--- src/rtl/instr_fetch_if.sv ---
// Fetch-stage bus bundle: fetch control and redirect, instruction memory port, decode handshake.
// master = fetch stage, slave = environment (memory, decode, branch unit).
interface instr_fetch_if;
    logic        fetch_en;
    logic        redirect_valid;
    logic [31:0] redirect_pc;
    logic [31:0] imem_addr;
    logic [31:0] imem_data;
    logic        if_valid;
    logic [31:0] if_instr;
    logic [31:0] if_pc;
    logic        id_ready;

    modport master (
        input  fetch_en, redirect_valid, redirect_pc, imem_data, id_ready,
        output imem_addr, if_valid, if_instr, if_pc
    );

    modport slave (
        output fetch_en, redirect_valid, redirect_pc, imem_data, id_ready,
        input  imem_addr, if_valid, if_instr, if_pc
    );
endinterface

--- src/rtl/instr_fetch.sv ---
// Fetch stage: PC register driving a combinational imem, 2-entry fetch queue feeding decode.
// Latency: a word pushed at edge N is visible on if_* after edge N; redirect costs one empty cycle.
// Backpressure: id_ready low fills the queue, then pc holds. FETCH_PERF_EN adds push/stall counters.
module instr_fetch #(
    parameter logic [31:0] RESET_PC = 32'h0000_0000,
    parameter int          QDEPTH   = 2
) (
    input  logic        clk,
    input  logic        reset,
    instr_fetch_if.master bus
`ifdef FETCH_PERF_EN
    ,
    output logic [31:0] perf_fetched,
    output logic [31:0] perf_stall
`endif
);

    logic [31:0] pc;
    logic [1:0]  count;
    logic        head;
    logic        tail;
    logic [31:0] q_instr [2];
    logic [31:0] q_pc    [2];
    logic        pop;
    logic        push;
    logic        unused_redirect_lsbs;

    assign unused_redirect_lsbs = ^bus.redirect_pc[1:0];

    // With count==2 the tail aliases the head; that slot is only written when the head pops.
    assign tail = head ^ count[0];
    assign pop  = bus.if_valid & bus.id_ready;
    assign push = bus.fetch_en & ~bus.redirect_valid & ((count != QDEPTH[1:0]) | pop);

    assign bus.imem_addr = {2'b00, pc[31:2]};
    assign bus.if_valid  = (count != 2'd0);
    assign bus.if_instr  = q_instr[head];
    assign bus.if_pc     = q_pc[head];

    always_ff @(posedge clk) begin
        if (!reset) begin
            pc    <= RESET_PC;
            count <= 2'd0;
            head  <= 1'b0;
            for (int i = 0; i < 2; i++) begin
                q_instr[i] <= 32'd0;
                q_pc[i]    <= 32'd0;
            end
        end else if (bus.redirect_valid) begin
            count <= 2'd0;
            pc    <= {bus.redirect_pc[31:2], 2'b00};
        end else begin
            if (push) begin
                q_instr[tail] <= bus.imem_data;
                q_pc[tail]    <= pc;
                pc            <= pc + 32'd4;
            end
            if (pop) begin
                head <= ~head;
            end
            count <= count + {1'b0, push} - {1'b0, pop};
        end
    end

`ifdef FETCH_PERF_EN
    logic stall_cycle;
    assign stall_cycle = bus.fetch_en & ~bus.redirect_valid & ~push;

    always_ff @(posedge clk) begin
        if (!reset) begin
            perf_fetched <= 32'd0;
            perf_stall   <= 32'd0;
        end else begin
            if (push)        perf_fetched <= perf_fetched + 32'd1;
            if (stall_cycle) perf_stall   <= perf_stall + 32'd1;
        end
    end
`endif

endmodule

--- src/flat_wrapper.sv ---
// flat-port wrapper written by rule: the top's interface ports become plain ports
module instr_fetch_flat 
#(
    parameter logic [31:0] RESET_PC = 32'h0000_0000,
    parameter int          QDEPTH   = 2
)
  (clk, reset, bus_fetch_en, bus_redirect_valid, bus_redirect_pc, bus_imem_data, bus_id_ready, bus_imem_addr, bus_if_valid, bus_if_instr, bus_if_pc);
  instr_fetch_if bus_i ();
  input  logic clk;
  input  logic reset;
  input wire logic [$bits(bus_i.fetch_en)-1:0] bus_fetch_en;
  input wire logic [$bits(bus_i.redirect_valid)-1:0] bus_redirect_valid;
  input wire logic [$bits(bus_i.redirect_pc)-1:0] bus_redirect_pc;
  input wire logic [$bits(bus_i.imem_data)-1:0] bus_imem_data;
  input wire logic [$bits(bus_i.id_ready)-1:0] bus_id_ready;
  output wire logic [$bits(bus_i.imem_addr)-1:0] bus_imem_addr;
  output wire logic [$bits(bus_i.if_valid)-1:0] bus_if_valid;
  output wire logic [$bits(bus_i.if_instr)-1:0] bus_if_instr;
  output wire logic [$bits(bus_i.if_pc)-1:0] bus_if_pc;
  assign bus_i.fetch_en = bus_fetch_en;
  assign bus_i.redirect_valid = bus_redirect_valid;
  assign bus_i.redirect_pc = bus_redirect_pc;
  assign bus_i.imem_data = bus_imem_data;
  assign bus_i.id_ready = bus_id_ready;
  assign bus_imem_addr = bus_i.imem_addr;
  assign bus_if_valid = bus_i.if_valid;
  assign bus_if_instr = bus_i.if_instr;
  assign bus_if_pc = bus_i.if_pc;
  instr_fetch #(.RESET_PC(RESET_PC), .QDEPTH(QDEPTH)) u_core (.clk(clk), .reset(reset), .bus(bus_i));
endmodule
--- config.mk ---
export PLATFORM = sky130hd
export DESIGN_NAME = instr_fetch_flat
export DESIGN_NICKNAME = d
export VERILOG_FILES = /design/src/rtl/instr_fetch_if.sv /design/src/rtl/instr_fetch.sv /design/src/flat_wrapper.sv
export SDC_FILE = /design/constraint.sdc
export NUM_CORES = 1
export LEC_CHECK = 0
export BUFFER_PORTS_ARGS = -buffer_cell sky130_fd_sc_hd__buf_4
export CORE_UTILIZATION = 25
export CTS_BUF_LIST = sky130_fd_sc_hd__clkbuf_8
export DETAILED_ROUTE_END_ITERATION = 8
export HOLD_SLACK_MARGIN = 0.12
export PLACE_DENSITY_LB_ADDON = 0.15
export SYNTH_ARGS = -nofsm -noshare
export SYNTH_HDL_FRONTEND = slang
export SYNTH_SLANG_ARGS = --single-unit
--- constraint.sdc ---
create_clock -name clk -period 10.08 [get_ports clk]
set_input_delay 0.504 -clock clk [delete_from_list [all_inputs] [get_ports clk]]
set_output_delay 0.504 -clock clk [all_outputs]
set_load 0.02 [all_outputs]
==> run_results.csv, run 1 <==
group,metric,value,unit
global_route,grt_pass1_wl,32.6,mm
worst_setup_path,r2r-start,"u_core.count[0]$_SDFF_PP0_",
timing,fin_crit,2.87,ns
cts,cts_root_buf,"clkbuf_8",
power,p_sw,0.400,mW
power,power_frac_comb,14.0,%
cts,insertion_delay,0.44,ns
worst_hold_path,min_from,"bus_redirect_pc[23]",
cts,clk_pin_slew_worst_paths,0.09,ns
synthesis,synth_top_family_by_area,"simple AND/OR/NAND/NOR gates",
cts,cts.sinks,158,
power,p_int,1.05,mW
worst_hold_path,worst_hold_path.endpoint,"u_core.pc[23]$_SDFFE_PN0P_",
floorplan,dieArea,0.0305,sq mm
worst_hold_path,hold_path_class,"input pin to register",
floorplan,initial_core_util,25.7,%
timing,skew,0.0143,ns
synthesis,yosysTopAreaCellShare,49.9,%
synthesis,synth_ff_type,"edfxtp_1",
floorplan,fp.coreArea,0.0290,sq mm
global_route,use_met2,23.5,%
cts,numCtsBuffers,17,
route,wl_per_cell,18.7,um
timing,rsz0062_at_grt,"no",
timing,setup_viol,0,
synthesis,syn_inst,616,
global_route,grt-busiest-layer,"met2",
final_layout,nets,819,
final_layout,syn_to_final_growth,26.2,%
worst_setup_path,cp_max_fo,90,
final_layout,diodes,0,
run,maxCapViolCount,0,
timing,fmax,349,MHz
cts,cts_buffer_depth,2,
global_route,gr-usage-all-layers,14.0,%
route,vias,5625,
worst_setup_path,crit_path_max_incr_delay,0.91,ns
worst_setup_path,critPathBufInv,1,
synthesis,synth_cell_types,49,
synthesis,synth-edff-count,124,
cts,tritoncts,"done",
final_layout,multiInputGateArea,0.00287,sq mm
final_layout,final.fill_count,2955,
placement,dp_hpwl,13.3,mm
synthesis,ys_ff_latch,158,
synthesis,synth_compound_area_share,7.03,%
global_route,antenna_found_initial,0,
final_layout,drive_above_1_share,35.3,%
power,p_leak,3.97,nW
worst_setup_path,crit_path_end_kind,"register",
synthesis,ys_seq_area_share,59.0,%
cts,cts_setup_buffers,0,
power,seq_power_share,53.1,%
global_route,grt_pass1_vias,5700,
worst_setup_path,cp_top_family,"simple AND/OR/NAND/NOR gates",
route,routed_via_density,4.92,
route,wirelength,21.4,mm
synthesis,async_flop_share,0,%
worst_setup_path,r2r_slack,7.21,ns
floorplan,pin_count,166,
synthesis,syn_area,0.00746,sq mm
global_route,grt_util_met1,18.3,%
route,drt-pass1-iter-count,5,
global_route,grt_max_degree,91,
floorplan,num_rows,62,
worst_setup_path,worst-endpoint-required,10.39,ns
synthesis,synth_mux_area_share,9.36,%
worst_setup_path,crit_slowest_cell,"nor3_4",
synthesis,yosysTopAreaCell,"edfxtp_1",
worst_hold_path,hold_depth,2,
outcome,status,"finished clean",
synthesis,yosys.area_share.simple,19.4,%
final_layout,seqCellArea,0.00441,sq mm
route,drc,0,
timing,slew_headroom,25.3,%
route,ant_nets,0,
timing,whs,0.314,ns
power,peakVddDrop,0.0653,mV
worst_setup_path,arrival,3.17,ns
global_route,grt-ovfl-total,0,
worst_setup_path,timing.rr.end,"u_core.q_pc[1][2]$_SDFFCE_PN0P_",
timing,finalCritPeriodShare,28.4,%
timing,hold_viol_final,0,
power,clkPwrFrac,32.9,%
cts,postCtsHoldBufs,0,
synthesis,yosysWarnings,0,
route,first_iter_violations,387,
floorplan,fp.dieH,175,um
worst_setup_path,setup.worst_path.start_class,"register",
floorplan,die_x,175,um
synthesis,synth_area_leaders,"edfxtp_1 (50%), and3_1 (11%), mux2_2 (9.4%)",
synthesis,synth_xor_area_share,1.17,%
cts,post_cts_resized,0,
worst_setup_path,reg2reg_depth,4,
global_route,grtUsageMet3,2.87,%
synthesis,syn_avg_cell_area,12.1,sq um
worst_setup_path,crit_chain,"nor3b_1, nor3_4, buf_4, and3_1",
worst_setup_path,crit_type,"register to register",
power,powerDensity,154,mW/mm^2
cts,htree_levels,4,
power,switching_share,27.7,%
timing,worst_slew_pin_slew,1.12,ns
timing,maxSlewViolCount,0,
timing,tns,0,ns
synthesis,synth_adder_area_share,0.503,%
placement,gp_congestion,0.742,
placement,port_buffers,159,
## worst max-delay path by stage
| stage | endpoint | slack [ns] | cells past startpoint | startpoint |
|---|---|---|---|---|
| 6_report | u_core.q_pc[1][2]$_SDFFCE_PN0P_ | 7.21 | 4 | u_core.count[0]$_SDFF_PP0_ |
| 5_1_grt | u_core.pc[22]$_SDFFE_PN0P_ | 6.90 | 5 | u_core.count[0]$_SDFF_PP0_ |
| 4_1_cts | u_core.q_pc[0][21]$_SDFFCE_PN0P_ | 7.23 | 4 | u_core.count[0]$_SDFF_PP0_ |
| 3_5_place_dp | u_core.q_pc[1][2]$_SDFFCE_PN0P_ | 6.92 | 5 | reset |
| 3_3_place_gp | u_core.q_pc[1][14]$_SDFFCE_PN0P_ | 6.99 | 5 | reset |
| 2_1_floorplan | u_core.q_instr[0][0]$_SDFFCE_PN0P_ | 4.12 | 5 | u_core.count[0]$_SDFF_PP0_ |
## worst reg2reg max path: cells and delay by family (launching register included)
family | cells | cell delay, ns
and+or+nand+nor | 3 | 1.41
buffers and inverters | 1 | 0.74
DFF | 1 | 0.58
## layout make-up
| type | instances | area share [%] |
|---|---|---|
| well taps | 384 | 5.10 |
| inverters | 6 | 0.239 |
| clock inverters | 15 | 1.71 |
| multi-input cells | 399 | 30.5 |
| repair buffers | 165 | 13.2 |
| clock buffers | 17 | 2.49 |
| flip-flops and latches | 158 | 46.8 |
## synth_stat cells (3+ instances only)
cell,n
o21ai_0,31
nand2b_1,5
nor4_1,5
and3_1,131
a31oi_1,18
ha_1,3
nand2_1,15
a21oi_1,3
a211oi_1,4
xnor2_1,3
or4_1,11
o311a_1,3
nor3_1,4
buf_4,4
inv_1,5
and2_1,6
nand4_1,15
nand3_1,12
buf_2,5
edfxtp_1,124
xor2_1,7
o31ai_1,8
or3_1,11
mux2_2,62
dfxtp_1,34
nor2_1,9
clkbuf_1,45
nor2b_1,5
## metrics by stage
stage / util [%] / power [mW] / area (sq um) / cells / worst slack [ns]
after floorplan: - / 0.888 / 7470 / 619 / 4.12
after global placement: 31.1 / 0.985 / 9020 / 1112 / 6.99
after detailed placement: 31.1 / 0.990 / 9020 / 1112 / 6.92
after CTS: 32.4 / 1.47 / 9410 / 1144 / 7.23
after global routing: 32.4 / 1.51 / 9410 / 1144 / 6.90
final: 32.4 / 1.45 / 9410 / 1144 / 7.21
## kinds of logic (layout without fill, tap and decap cells)
group           count (synthesis)  after routing
compound gates                 81             81
xor+xnor                       10             10
fa+ha+maj                       3              3
buf+inv                        62            203
flops                         158            158
mux                            62             62
other cells                     1              4
simple gates                  239            239
## layer usage
metal / up-vias / wire length (um)
met5: - / 0
met4: 0 / 131
met3: 10 / 1030
met2: 194 / 10400
met1: 2788 / 9810
li1: 2633 / -
## state kept, by name (all words and copies together), names as in the netlist, named ones only
| name | cells |
|---|---|
| u_core.q_pc | 60 |
| u_core.q_instr | 64 |
| u_core.pc | 30 |
| u_core.head | 1 |
| u_core.count | 2 |
## cells in the final DEF, fill, tap and decap left out, types with 3 or more instances in the layout
cell type   instances
buf_4             165
and3_1            131
edfxtp_1          124
mux2_2             62
dfxtp_1            33
o21ai_0            29
a31oi_1            18
clkbuf_8           17
nand2_1            15
nand4_1            15
nand3_1            12
or4_1              11
or3_1              11
nor2_1              9
o31ai_1             8
xor2_1              6
and2_1              6
inv_1               5
nor2b_1             5
nand2b_1            5
nor4_1              5
nor3_1              4
a211oi_1            4
conb_1              4
clkinvlp_4          4
inv_6               4
o311a_1             3
a21oi_1             3
ha_1                3
clkinv_4            3
## power groups by stage
stage               logic [mW]  clock network (mW)  registers, mW
finish                   0.202               0.475          0.769
floorplan                0.105                   0          0.783
global placement         0.204                   0          0.782
global route             0.219               0.518          0.775
detailed placement       0.205                   0          0.784
CTS                      0.206               0.492          0.769
Note: power is estimated with default switching activity, not from simulation.
==> run 2: changes to the inputs <==
--- a/config.mk
+++ b/config.mk
@@ -5,6 +5,7 @@
 export SDC_FILE = /design/constraint.sdc
 export NUM_CORES = 1
 export LEC_CHECK = 0
+export ABC_AREA = 1
 export BUFFER_PORTS_ARGS = -buffer_cell sky130_fd_sc_hd__buf_4
 export CORE_UTILIZATION = 25
 export CTS_BUF_LIST = sky130_fd_sc_hd__clkbuf_8
==> constraint.sdc (replaced) <==
create_clock -name clk -period 3 [get_ports clk]
set_input_delay 0.15 -clock clk [delete_from_list [all_inputs] [get_ports clk]]
set_output_delay 0.15 -clock clk [all_outputs]
set_load 0.02 [all_outputs]
==> run 2 against run 1 <==
  * First-iteration DRC count fell by 36%
  * Cell area grew 14%
  * Cell count rose by 22%
  * Global-route usage is 0.11 points higher
  * Critical path depth is 4 higher
  * Register-to-register slack got worse by 6.6 ns
  * Worst hold slack lost 0.18 ns
  * Critical path type unchanged
==> run_results.csv, run 2 <==
group,metric,value,unit
power,peakVddDrop,0.244,mV
synthesis,synth_top_family_by_area,"simple AND/OR/NAND/NOR gates",
route,ant_nets,0,
synthesis,async_flop_share,0,%
final_layout,syn_to_final_growth,34.3,%
run,maxCapViolCount,0,
power,seq_power_share,50.4,%
final_layout,fin_area,0.0107,sq mm
route,routed_via_density,4.15,
worst_hold_path,hold_depth,3,
floorplan,dieArea,0.0326,sq mm
timing,fin_crit,2.38,ns
synthesis,synth_mux_area_share,8.76,%
timing,slew_headroom,43.8,%
placement,dp_hpwl,14.6,mm
cts,cts_setup_buffers,0,
worst_setup_path,r2r-start,"u_core.pc[2]$_SDFFE_PN0P_",
timing,setup_viol,0,
cts,post_cts_resized,0,
power,p_leak,4.24,nW
timing,worst_slew_pin_slew,0.843,ns
synthesis,synth_xor_area_share,1.21,%
final_layout,nets,1059,
floorplan,die_x,181,um
power,p_int,3.53,mW
outcome,status,"finished clean",
cts,insertion_delay,0.47,ns
floorplan,pin_count,166,
synthesis,ys_seq_area_share,55.3,%
global_route,grt_max_degree,63,
synthesis,synth-edff-count,124,
synthesis,yosysMostFrequentCell,"nand2_1",
worst_setup_path,cp_max_fo,6,
global_route,grt_pass1_vias,6022,
worst_hold_path,min_from,"bus_redirect_valid",
final_layout,mostFrequentLayoutCell,"buf_4",
power,switching_share,30.0,%
floorplan,fp.dieH,181,um
power,power_frac_comb,16.0,%
cts,numCtsBuffers,17,
synthesis,synth_compound_area_share,4.11,%
synthesis,synth_ff_type,"edfxtp_1",
synthesis,synth_adder_area_share,0.471,%
floorplan,fp.coreArea,0.0310,sq mm
timing,finalCritPeriodShare,79.3,%
worst_setup_path,arrival,2.73,ns
final_layout,final.fill_count,3164,
worst_setup_path,crit_path_end_kind,"register",
global_route,grt_pass1_wl,34.8,mm
final_layout,reg_top3,"u_core.q_instr (64), u_core.q_pc (60), u_core.pc (30)",
power,p_sw,1.51,mW
floorplan,num_rows,64,
synthesis,synth_cell_types,35,
placement,gp_congestion,0.787,
worst_setup_path,reg2reg_depth,8,
synthesis,yosysTopAreaCell,"edfxtp_1",
synthesis,yosys.area_share.simple,22.6,%
timing,maxSlewViolCount,0,
route,drt-pass1-iter-count,4,
route,wirelength,22.3,mm
final_layout,layout_common_cells,"buf_4 (167), edfxtp_1 (124), nand2_1 (123)",
synthesis,synth_area_leaders,"edfxtp_1 (47%), mux2_2 (8.8%), dfxtp_1 (8.5%)",
global_route,gr-usage-all-layers,14.1,%
worst_setup_path,crit_type,"register to register",
route,drc,0,
timing,skew,0.0163,ns
cts,htree_levels,4,
placement,port_buffers,159,
synthesis,yosysWarnings,0,
cts,cts.sinks,158,
synthesis,syn_inst,758,
timing,fmax,420,MHz
cts,cts_root_buf,"clkbuf_8",
global_route,grt-ovfl-total,0,
synthesis,syn_area,0.00797,sq mm
cts,cts_buffer_depth,2,
route,first_iter_violations,247,
cts,postCtsHoldBufs,69,
final_layout,largest_reg_flops,64,
route,wl_per_cell,16.0,um
final_layout,diodes,0,
synthesis,syn_avg_cell_area,10.5,sq um
final_layout,final_util,34.5,%
cts,tritoncts,"done",
global_route,antenna_found_initial,0,
synthesis,ys_top_cells_by_count,"nand2_1 (126), edfxtp_1 (124), nor2_1 (104), inv_1 (86), mux2_2 (62)",
synthesis,yosysTopAreaCellShare,46.7,%
timing,tns,0,ns
timing,hold_viol_final,0,
power,powerDensity,472,mW/mm^2
placement,placed_area,0.00960,sq mm
route,vias,5796,
worst_setup_path,cp-startpoint,"u_core.pc[2]$_SDFFE_PN0P_",
worst_hold_path,hold_path_class,"input pin to register",
timing,whs,0.137,ns
timing,rsz0062_at_grt,"no",
final_layout,drive_above_1_share,34.1,%
synthesis,ys_ff_latch,158,
cts,clk_pin_slew_worst_paths,0.11,ns
power,clkPwrFrac,33.6,%
final_layout,largest_register,"u_core.q_instr",
worst_setup_path,setup.worst_path.start_class,"register",
floorplan,initial_core_util,25.7,%
worst_setup_path,worst-endpoint-required,3.35,ns
[run 2: cell count changes after synthesis, sizes merged, moves of 19 or more]
cell,delta
nand2,+111
nand3,+19
inv,+85
clkbuf,-29
nor2,+159
and3,-129
[run 2: worst paths after layout]
check	endpoint	slack, ns
worst min-delay path	u_core.pc[13]$_SDFFE_PN0P_	0.14
worst min register to register	u_core.pc[2]$_SDFFE_PN0P_	0.52
worst max register to register	u_core.pc[23]$_SDFFE_PN0P_	0.62
worst max-delay path	u_core.pc[23]$_SDFFE_PN0P_	0.62
[run 2: kinds of logic (layout without fill, tap and decap cells)]
group | Yosys count | after routing
adders and majority gates | 3 | 3
xor gates and xnor gates | 11 | 11
and+or+nand+nor | 335 | 335
buffers and inverters | 125 | 364
DFF | 158 | 158
AOI/OAI and AO/OA | 63 | 63
muxes | 62 | 62
other | 1 | 4
[run 2: power groups by stage]
stage	Sequential [mW]	Combinational, mW	Clock (mW)
final	2.54	0.805	1.70
after global routing	2.56	0.880	1.84
after CTS	2.55	0.823	1.77
after detailed placement	2.60	0.748	0
after global placement	2.60	0.748	0
after floorplan	2.60	0.390	0
[run 2: area by class of cell]
class / count / area [sq um] / area share (%)
clock buffer: 17 / 234 / 2.19
clock inverter: 15 / 173 / 1.61
inverter: 91 / 342 / 3.19
multi-input combinational: 478 / 3000 / 28.0
sequential: 158 / 4410 / 41.2
tap: 396 / 495 / 4.63
timing repair buffer: 241 / 2040 / 19.1
[run 2: critical path: stages (launching register included)]
cell and delay [ns]:
dfxtp_1 0.40, inv_1 0.16, nor2_2 0.23, nand2_1 0.14, nor2_1 0.43, nand4_1 0.18, nand3_1 0.13, nand2_1 0.05
dlygate4sd3_1 0.54
[run 2: metrics by stage]
step	power [mW]	instances	setup WS (ns)
6_report	5.04	1396	0.621
4_1_cts	5.14	1396	0.590
3_3_place_gp	3.34	1295	0.785
2_1_floorplan	2.99	761	0.149
3_5_place_dp	3.34	1295	0.800
5_1_grt	5.28	1396	0.420
[run 2: routing by layer]
layer	vias up	GRT usage, %	wire, um
li1	2948	-	-
met1	2703	17.9	10300
met2	136	24.0	10700
met3	9	3.62	1140
met4	0	3.11	147
met5	-	0	0
